`config.mk`:
```
export PLATFORM = sky130hd
export DESIGN_NAME = inst_fetch_unit_flat
export DESIGN_NICKNAME = d
export VERILOG_FILES = /design/src/rtl/fetch_pkg.sv /design/src/rtl/inst_fetch_unit_if.sv /design/src/rtl/fetch_pc_reg.sv /design/src/rtl/inst_fetch_unit.sv /design/src/flat_wrapper.sv
export SDC_FILE = /design/constraint.sdc
export NUM_CORES = 1
export LEC_CHECK = 0
export ABC_CLOCK_PERIOD_IN_PS = 2520
export CAP_MARGIN = 20
export CORE_UTILIZATION = 46
export CTS_CLUSTER_SIZE = 16
export DETAILED_ROUTE_END_ITERATION = 10
export PLACE_DENSITY_LB_ADDON = 0.05
export SLEW_MARGIN = 30
export SYNTH_ARGS = -nofsm -noshare
export SYNTH_HDL_FRONTEND = slang
export SYNTH_HIERARCHICAL = 1
export SYNTH_SLANG_ARGS = --single-unit
```
`constraint.sdc`:
```
create_clock -name clk -period 2.52 [get_ports clk]
set_input_delay 0.378 -clock clk [delete_from_list [all_inputs] [get_ports clk]]
set_output_delay 0.378 -clock clk [all_outputs]
set_load 0.005 [all_outputs]
```
`src/rtl/fetch_pkg.sv`:
```
// Shared types and constants for the instruction-fetch sequencer.
package fetch_pkg;
  typedef enum logic [1:0] {
    IDLE  = 2'd0,
    REQ   = 2'd1,
    WAIT  = 2'd2,
    ISSUE = 2'd3
  } fetch_state_t;

  localparam logic [31:0] PC_STEP = 32'd4;
  // Latency counter width; holds 0..6 for ROM_LATENCY up to 7.
  localparam int CNT_W = 3;
endpackage

```
`src/rtl/inst_fetch_unit_if.sv`:
```
// ROM read port: the fetch unit drives enable/address, the ROM returns data.
interface fetch_rom_if;
  logic        rom_en;
  logic [31:0] rom_addr;
  logic [31:0] rom_data;

  modport master (output rom_en, output rom_addr, input rom_data);
  modport slave  (input rom_en, input rom_addr, output rom_data);
endinterface

```
`src/rtl/fetch_pc_reg.sv`:
```
// Program counter register; priority is reset > redirect > step on issue > hold.
module fetch_pc_reg
  import fetch_pkg::*;
#(
  parameter logic [31:0] RESET_PC = 32'h0000_0000
) (
  input  logic        clk,
  input  logic        Rst,
  input  logic        write_pc,
  input  logic [31:0] pc_new,
  input  logic        inc,
  output logic [31:0] pc
);
  always_ff @(posedge clk) begin
    if (Rst)           pc <= RESET_PC;
    else if (write_pc) pc <= pc_new;
    else if (inc)      pc <= pc + PC_STEP;
  end
endmodule

```
`src/rtl/inst_fetch_unit.sv`:
```
// Instruction-fetch sequencer: IDLE -> REQ -> WAIT (ROM_LATENCY cycles) -> ISSUE.
// Optional misaligned-PC trap is enabled with `define FETCH_ALIGN_CHECK_EN.
// ROM handshake: rom_en is a one-cycle registered request; rom_data is valid
// exactly ROM_LATENCY cycles later, with no back-pressure from the ROM.
module inst_fetch_unit
  import fetch_pkg::*;
#(
  parameter int          ROM_LATENCY = 1,
  parameter logic [31:0] RESET_PC    = 32'h0000_0000
) (
  input  logic         clk,
  input  logic         Rst,
  input  logic         fetch_req,
  input  logic         Write_PC,
  input  logic [31:0]  PC_New,
  fetch_rom_if.master  rom,
  output logic [31:0]  PC,
  output logic [31:0]  Inst,
  output logic         Write_IR,
  output logic         busy,
  output logic         fetch_fault,
  output fetch_state_t state_dbg
);
  fetch_state_t     state, state_next;
  logic [CNT_W-1:0] cnt;
  logic             last_wait;
  logic             fault_now;
  logic             rom_en_d;
  logic             rom_en_q;
  logic [31:0]      rom_addr_q;
  logic [31:0]      pc_target;

  // Address the next request will use: a redirect in this cycle takes effect now.
  assign pc_target = Write_PC ? PC_New : PC;
  assign last_wait = (state == WAIT) && (cnt == CNT_W'(ROM_LATENCY - 1));

`ifdef FETCH_ALIGN_CHECK_EN
  assign fault_now = (state == REQ) && (PC[1:0] != 2'b00) && !Write_PC;
  assign rom_en_d  = (state_next == REQ) && (pc_target[1:0] == 2'b00);
`else
  assign fault_now = 1'b0;
  assign rom_en_d  = (state_next == REQ);
`endif

  always_comb begin
    state_next = state;
    case (state)
      IDLE:    if (fetch_req) state_next = REQ;
      REQ: begin
        if (Write_PC)       state_next = REQ;
        else if (fault_now) state_next = IDLE;
        else                state_next = WAIT;
      end
      WAIT: begin
        if (Write_PC)       state_next = REQ;
        else if (last_wait) state_next = ISSUE;
      end
      ISSUE:   state_next = IDLE;
      default: state_next = IDLE;
    endcase
  end

  always_ff @(posedge clk) begin
    if (Rst) begin
      state      <= IDLE;
      cnt        <= '0;
      Inst       <= 32'h0;
      rom_en_q   <= 1'b0;
      rom_addr_q <= RESET_PC & ~32'h3;
    end else begin
      state    <= state_next;
      rom_en_q <= rom_en_d;
      if (state_next == REQ) rom_addr_q <= pc_target & ~32'h3;
      cnt <= (state == WAIT) ? cnt + 1'b1 : '0;
      // An abandoned fetch never reaches Inst.
      if (last_wait && !Write_PC) Inst <= rom.rom_data;
    end
  end

  fetch_pc_reg #(.RESET_PC(RESET_PC)) u_pc (
    .clk      (clk),
    .Rst      (Rst),
    .write_pc (Write_PC),
    .pc_new   (PC_New),
    .inc      (state == ISSUE),
    .pc       (PC)
  );

  assign rom.rom_en   = rom_en_q;
  assign rom.rom_addr = rom_addr_q;
  assign Write_IR     = (state == ISSUE);
  assign busy         = (state != IDLE);
  assign fetch_fault  = fault_now;
  assign state_dbg    = state;
endmodule
```
`src/flat_wrapper.sv`:
```
// flat-port wrapper written by rule: the top's interface ports become plain ports
module inst_fetch_unit_flat import fetch_pkg::*;
#(
  parameter int          ROM_LATENCY = 1,
  parameter logic [31:0] RESET_PC    = 32'h0000_0000
)
  (clk, Rst, fetch_req, Write_PC, PC_New, PC, Inst, Write_IR, busy, fetch_fault, state_dbg, rom_rom_en, rom_rom_addr, rom_rom_data);
  fetch_rom_if rom_i ();
  input  logic clk;
  input  logic Rst;
  input  logic fetch_req;
  input  logic Write_PC;
  input  logic [31:0] PC_New;
  output logic [31:0] PC;
  output logic [31:0] Inst;
  output logic Write_IR;
  output logic busy;
  output logic fetch_fault;
  output fetch_state_t state_dbg;
  output wire logic [$bits(rom_i.rom_en)-1:0] rom_rom_en;
  output wire logic [$bits(rom_i.rom_addr)-1:0] rom_rom_addr;
  input wire logic [$bits(rom_i.rom_data)-1:0] rom_rom_data;
  assign rom_rom_en = rom_i.rom_en;
  assign rom_rom_addr = rom_i.rom_addr;
  assign rom_i.rom_data = rom_rom_data;
  inst_fetch_unit #(.ROM_LATENCY(ROM_LATENCY), .RESET_PC(RESET_PC)) u_core (.clk(clk), .Rst(Rst), .fetch_req(fetch_req), .Write_PC(Write_PC), .PC_New(PC_New), .rom(rom_i), .PC(PC), .Inst(Inst), .Write_IR(Write_IR), .busy(busy), .fetch_fault(fetch_fault), .state_dbg(state_dbg));
endmodule
```
==> metrics.csv <==
stage,metric,value,unit
status,status,finished clean,
clock_tree,clk_latency,0.38,ns
final_layout,drive_gt1_share,10.6,%
critical_path,path_max_fanout,15,
detailed_routing,dr.pass1.iters,5,
power_and_ir_drop,power_frac_seq,49.0,%
clock_tree,root_buffer,clkbuf_8,
critical_path,r2r_end,u_core/u_pc/pc[22]$_SDFFE_PP0N_,
hold_path,min_from,Rst,
detailed_routing,post_drt_wl_per_cell,18.4,um
timing,period_share,88.4,%
timing,drv_slew,0,
timing,fin_crit,2.23,ns
timing,skew,0.0153,ns
critical_path,r2r_start,u_core/u_pc/pc[12]$_SDFFE_PP0N_,
critical_path,slowest_stage,clkdlybuf4s50_1,
hold_path,whs_path_depth,2,
floorplan,initial_core_util,48.2,%
floorplan,core_area,10500,um2
logic_synthesis,syn_area,5040,um2
clock_tree,cts_hold_buf,0,
logic_synthesis,ys_types,56,
power_and_ir_drop,comb_power_share,21.7,%
power_and_ir_drop,p_sw,0.00104,W
timing,rsz0062_at_grt,false,
clock_tree,clockBufferDepth,2,
logic_synthesis,syn_inst,556,
logic_synthesis,synth_top_area_share,39.7,%
power_and_ir_drop,clock_power_share,29.2,%
power_and_ir_drop,p_per_area,525,nW/um2
logic_synthesis,yosysTopAreaCell,dfxtp_1,
final_layout,finalNetCount,765,
timing,fmax,449,MHz
grt,grt_pass1_wl,24200,um
critical_path,cp.required,2.14,ns
placed_design,portBuffers,166,
grt,grt.overflow.total,0,
floorplan,die-height,107,um
detailed_routing,wl,15400,um
clock_tree,numClockSinks,100,
timing,relSlewSlack,47.2,%
final_layout,syn_to_final_growth,37.6,%
job,max_cap_viol_count,0,
clock_tree,cts-htree-levels,3,
final_layout,n_antenna_cell,0,
critical_path,endpoint_kind,primary output,
hold_path,hold_class,in2reg,
detailed_routing,num_vias,4987,
power_and_ir_drop,power_leakage,2.37,nW
floorplan,die_w,107,um
critical_path,arrival,1.85,ns
final_layout,layout_common_cells,"clkdlybuf4s50_1 (164), dfxtp_1 (100), a21oi_1 (41)",
critical_path,max_stage_delay,0.60,ns
timing,worst_pin_slew,0.791,ns
grt,grt_max_degree,43,
detailed_routing,drc,0,
critical_path,r2r_cells,4,
placed_design,globalplace.congestion,0.850,
critical_path,start_kind,flop,
timing,finalHoldViolations,0,
critical_path,path_cells,and2_2 -> clkdlybuf4s50_1,
grt,antenna_found_initial,0,
logic_synthesis,yosysWarnings,6,
logic_synthesis,ys_top_cells_by_area,"dfxtp_1 (40%), a211oi_2 (7.4%), mux2i_1 (6.6%)",
clock_tree,cts_tree,yes,
grt,grt_pass1_vias,4742,
detailed_routing,drt_iter0_drc,334,
clock_tree,cts_made_buffers,9,
critical_path,ff2ff_setup_slack,0.36,ns
power_and_ir_drop,power,0.00364,W
logic_synthesis,synth-edff-count,0,
floorplan,fp.dieArea,11400,um2
detailed_routing,viasPerCell,5.97,
timing,tns,0,ns
detailed_routing,ant_nets,0,
power_and_ir_drop,swShare,28.4,%
final_layout,multi_input_area,2750,um2
final_layout,regArea,2000,um2
logic_synthesis,seq_area_frac_synth,39.7,%
clock_tree,cts_setup_buffers,0,
logic_synthesis,synthArstFlopShare,0,%
floorplan,ioPinCount,170,
logic_synthesis,synth_flop_cell,dfxtp_1,
power_and_ir_drop,ir_worst_vdd,0.295,mV
placed_design,dp_hpwl,10500,um
clock_tree,clk_pin_slew,0.10,ns
logic_synthesis,yosys_register_bits,100,
logic_synthesis,syn_avg_cell_area,9.06,um2
grt,gr-usage-all-layers,26.9,%
final_layout,final_common_cell,clkdlybuf4s50_1,
power_and_ir_drop,internal-power,0.00261,W
timing,setup_viol,0,
critical_path,path_class,reg2out,
clock_tree,post_cts_resized,0,
hold_path,min_to,u_core/u_pc/pc[0]$_SDFFE_PP0P_,
floorplan,rows,37,
final_layout,nFillCells,903,
-- sequential cells by signal (all words and copies together), names as in the netlist --
signal	count
u_core/rom.rom_addr	30
u_core/state_dbg	2
u_core/u_pc/pc	32
u_core/Inst	32
u_core/rom.rom_en	1
u_core/cnt	3
-- cell usage after synthesis (4+ instances only) --
cell type	number
dfxtp_1	100
a21oi_1	41
nand3_1	40
a211oi_1	38
mux2i_1	33
o21ai_0	31
a211oi_2	30
clkbuf_1	27
nor2_1	27
nand2_1	20
buf_2	17
nand4_1	17
nor4_1	10
inv_1	9
or3_1	7
xor2_1	7
nand2b_1	6
a311oi_1	5
and4_1	5
buf_1	5
buf_4	5
nor3_1	5
nor3b_1	5
o21ai_1	5
and2_1	4
or2_2	4
xnor2_1	4
-- per-stage QoR --
stage / area, um2 / std cells / worst slack (ns) / util (%) / hold slack, ns
finish: 6940 / 835 / 0.293 / 66.3 / 0.410
global route: 6940 / 835 / 0.175 / 66.3 / 0.397
CTS: 6930 / 835 / 0.105 / 66.3 / 0.394
detailed placement: 6730 / 819 / 0.241 / 64.4 / 0.451
global placement: 6730 / 819 / 0.364 / 64.4 / 0.438
floorplan: 5050 / 558 / 0.556 / - / 0.427
-- layout make-up --
class	count	area share (%)
clock buffer	11	2.04
clock inverter	5	0.866
inverter	10	0.541
multi-input combinational	391	39.6
sequential	100	28.9
tap	136	2.45
timing repair buffer	182	25.6
-- worst max-delay path, delay by kind of cell (launching register included) --
| family | cells | cell delay (ns) |
|---|---|---|
| and+or+nand+nor | 1 | 0.39 |
| DFF | 1 | 0.48 |
| buffers and inverters | 1 | 0.60 |
-- cells by family after synthesis --
family / Yosys count / share of synthesized area, %
other cells: 1 / 0.0744
compound gates: 175 / 26.2
mux: 34 / 6.85
simple gates: 165 / 18.2
buf+inv: 67 / 6.23
xor+xnor: 11 / 1.91
flops: 100 / 39.7
fa+ha+maj: 3 / 0.745
-- power by group through the flow --
stage	combinational, W	clock [W]	sequential, W
global placement	0.000774	0	0.00182
floorplan	0.000388	0	0.00181
CTS	0.000793	0.00109	0.00179
global route	0.000849	0.00116	0.00180
detailed placement	0.000789	0	0.00182
finish	0.000792	0.00106	0.00179
-- routing by layer --
metal	vias up	share of wire [%]	track usage, %
met5	-	0	0
met4	0	1.5	7.93
met3	20	8.9	8.33
met2	215	46	41.7
met1	2387	44	35.7
li1	2365	-	-
-- worst max-delay path by stage --
| stage | start | to | slack, ns | cells after the start |
|---|---|---|---|---|
| after floorplan | u_core/state_dbg[0]$_SDFF_PP0_ | u_core/u_pc/pc[28]$_SDFFE_PP0N_ | 0.56 | 7 |
| after global placement | u_core/state_dbg[1]$_SDFF_PP0_ | u_core/u_pc/pc[22]$_SDFFE_PP0N_ | 0.36 | 5 |
| after detailed placement | u_core/state_dbg[1]$_SDFF_PP0_ | u_core/u_pc/pc[22]$_SDFFE_PP0N_ | 0.24 | 5 |
| after CTS | u_core/state_dbg[1]$_SDFF_PP0_ | Write_IR | 0.10 | 2 |
| after global routing | u_core/state_dbg[1]$_SDFF_PP0_ | Write_IR | 0.17 | 2 |
| final | u_core/state_dbg[1]$_SDFF_PP0_ | Write_IR | 0.29 | 2 |
Note: power is estimated with default switching activity, not from simulation.
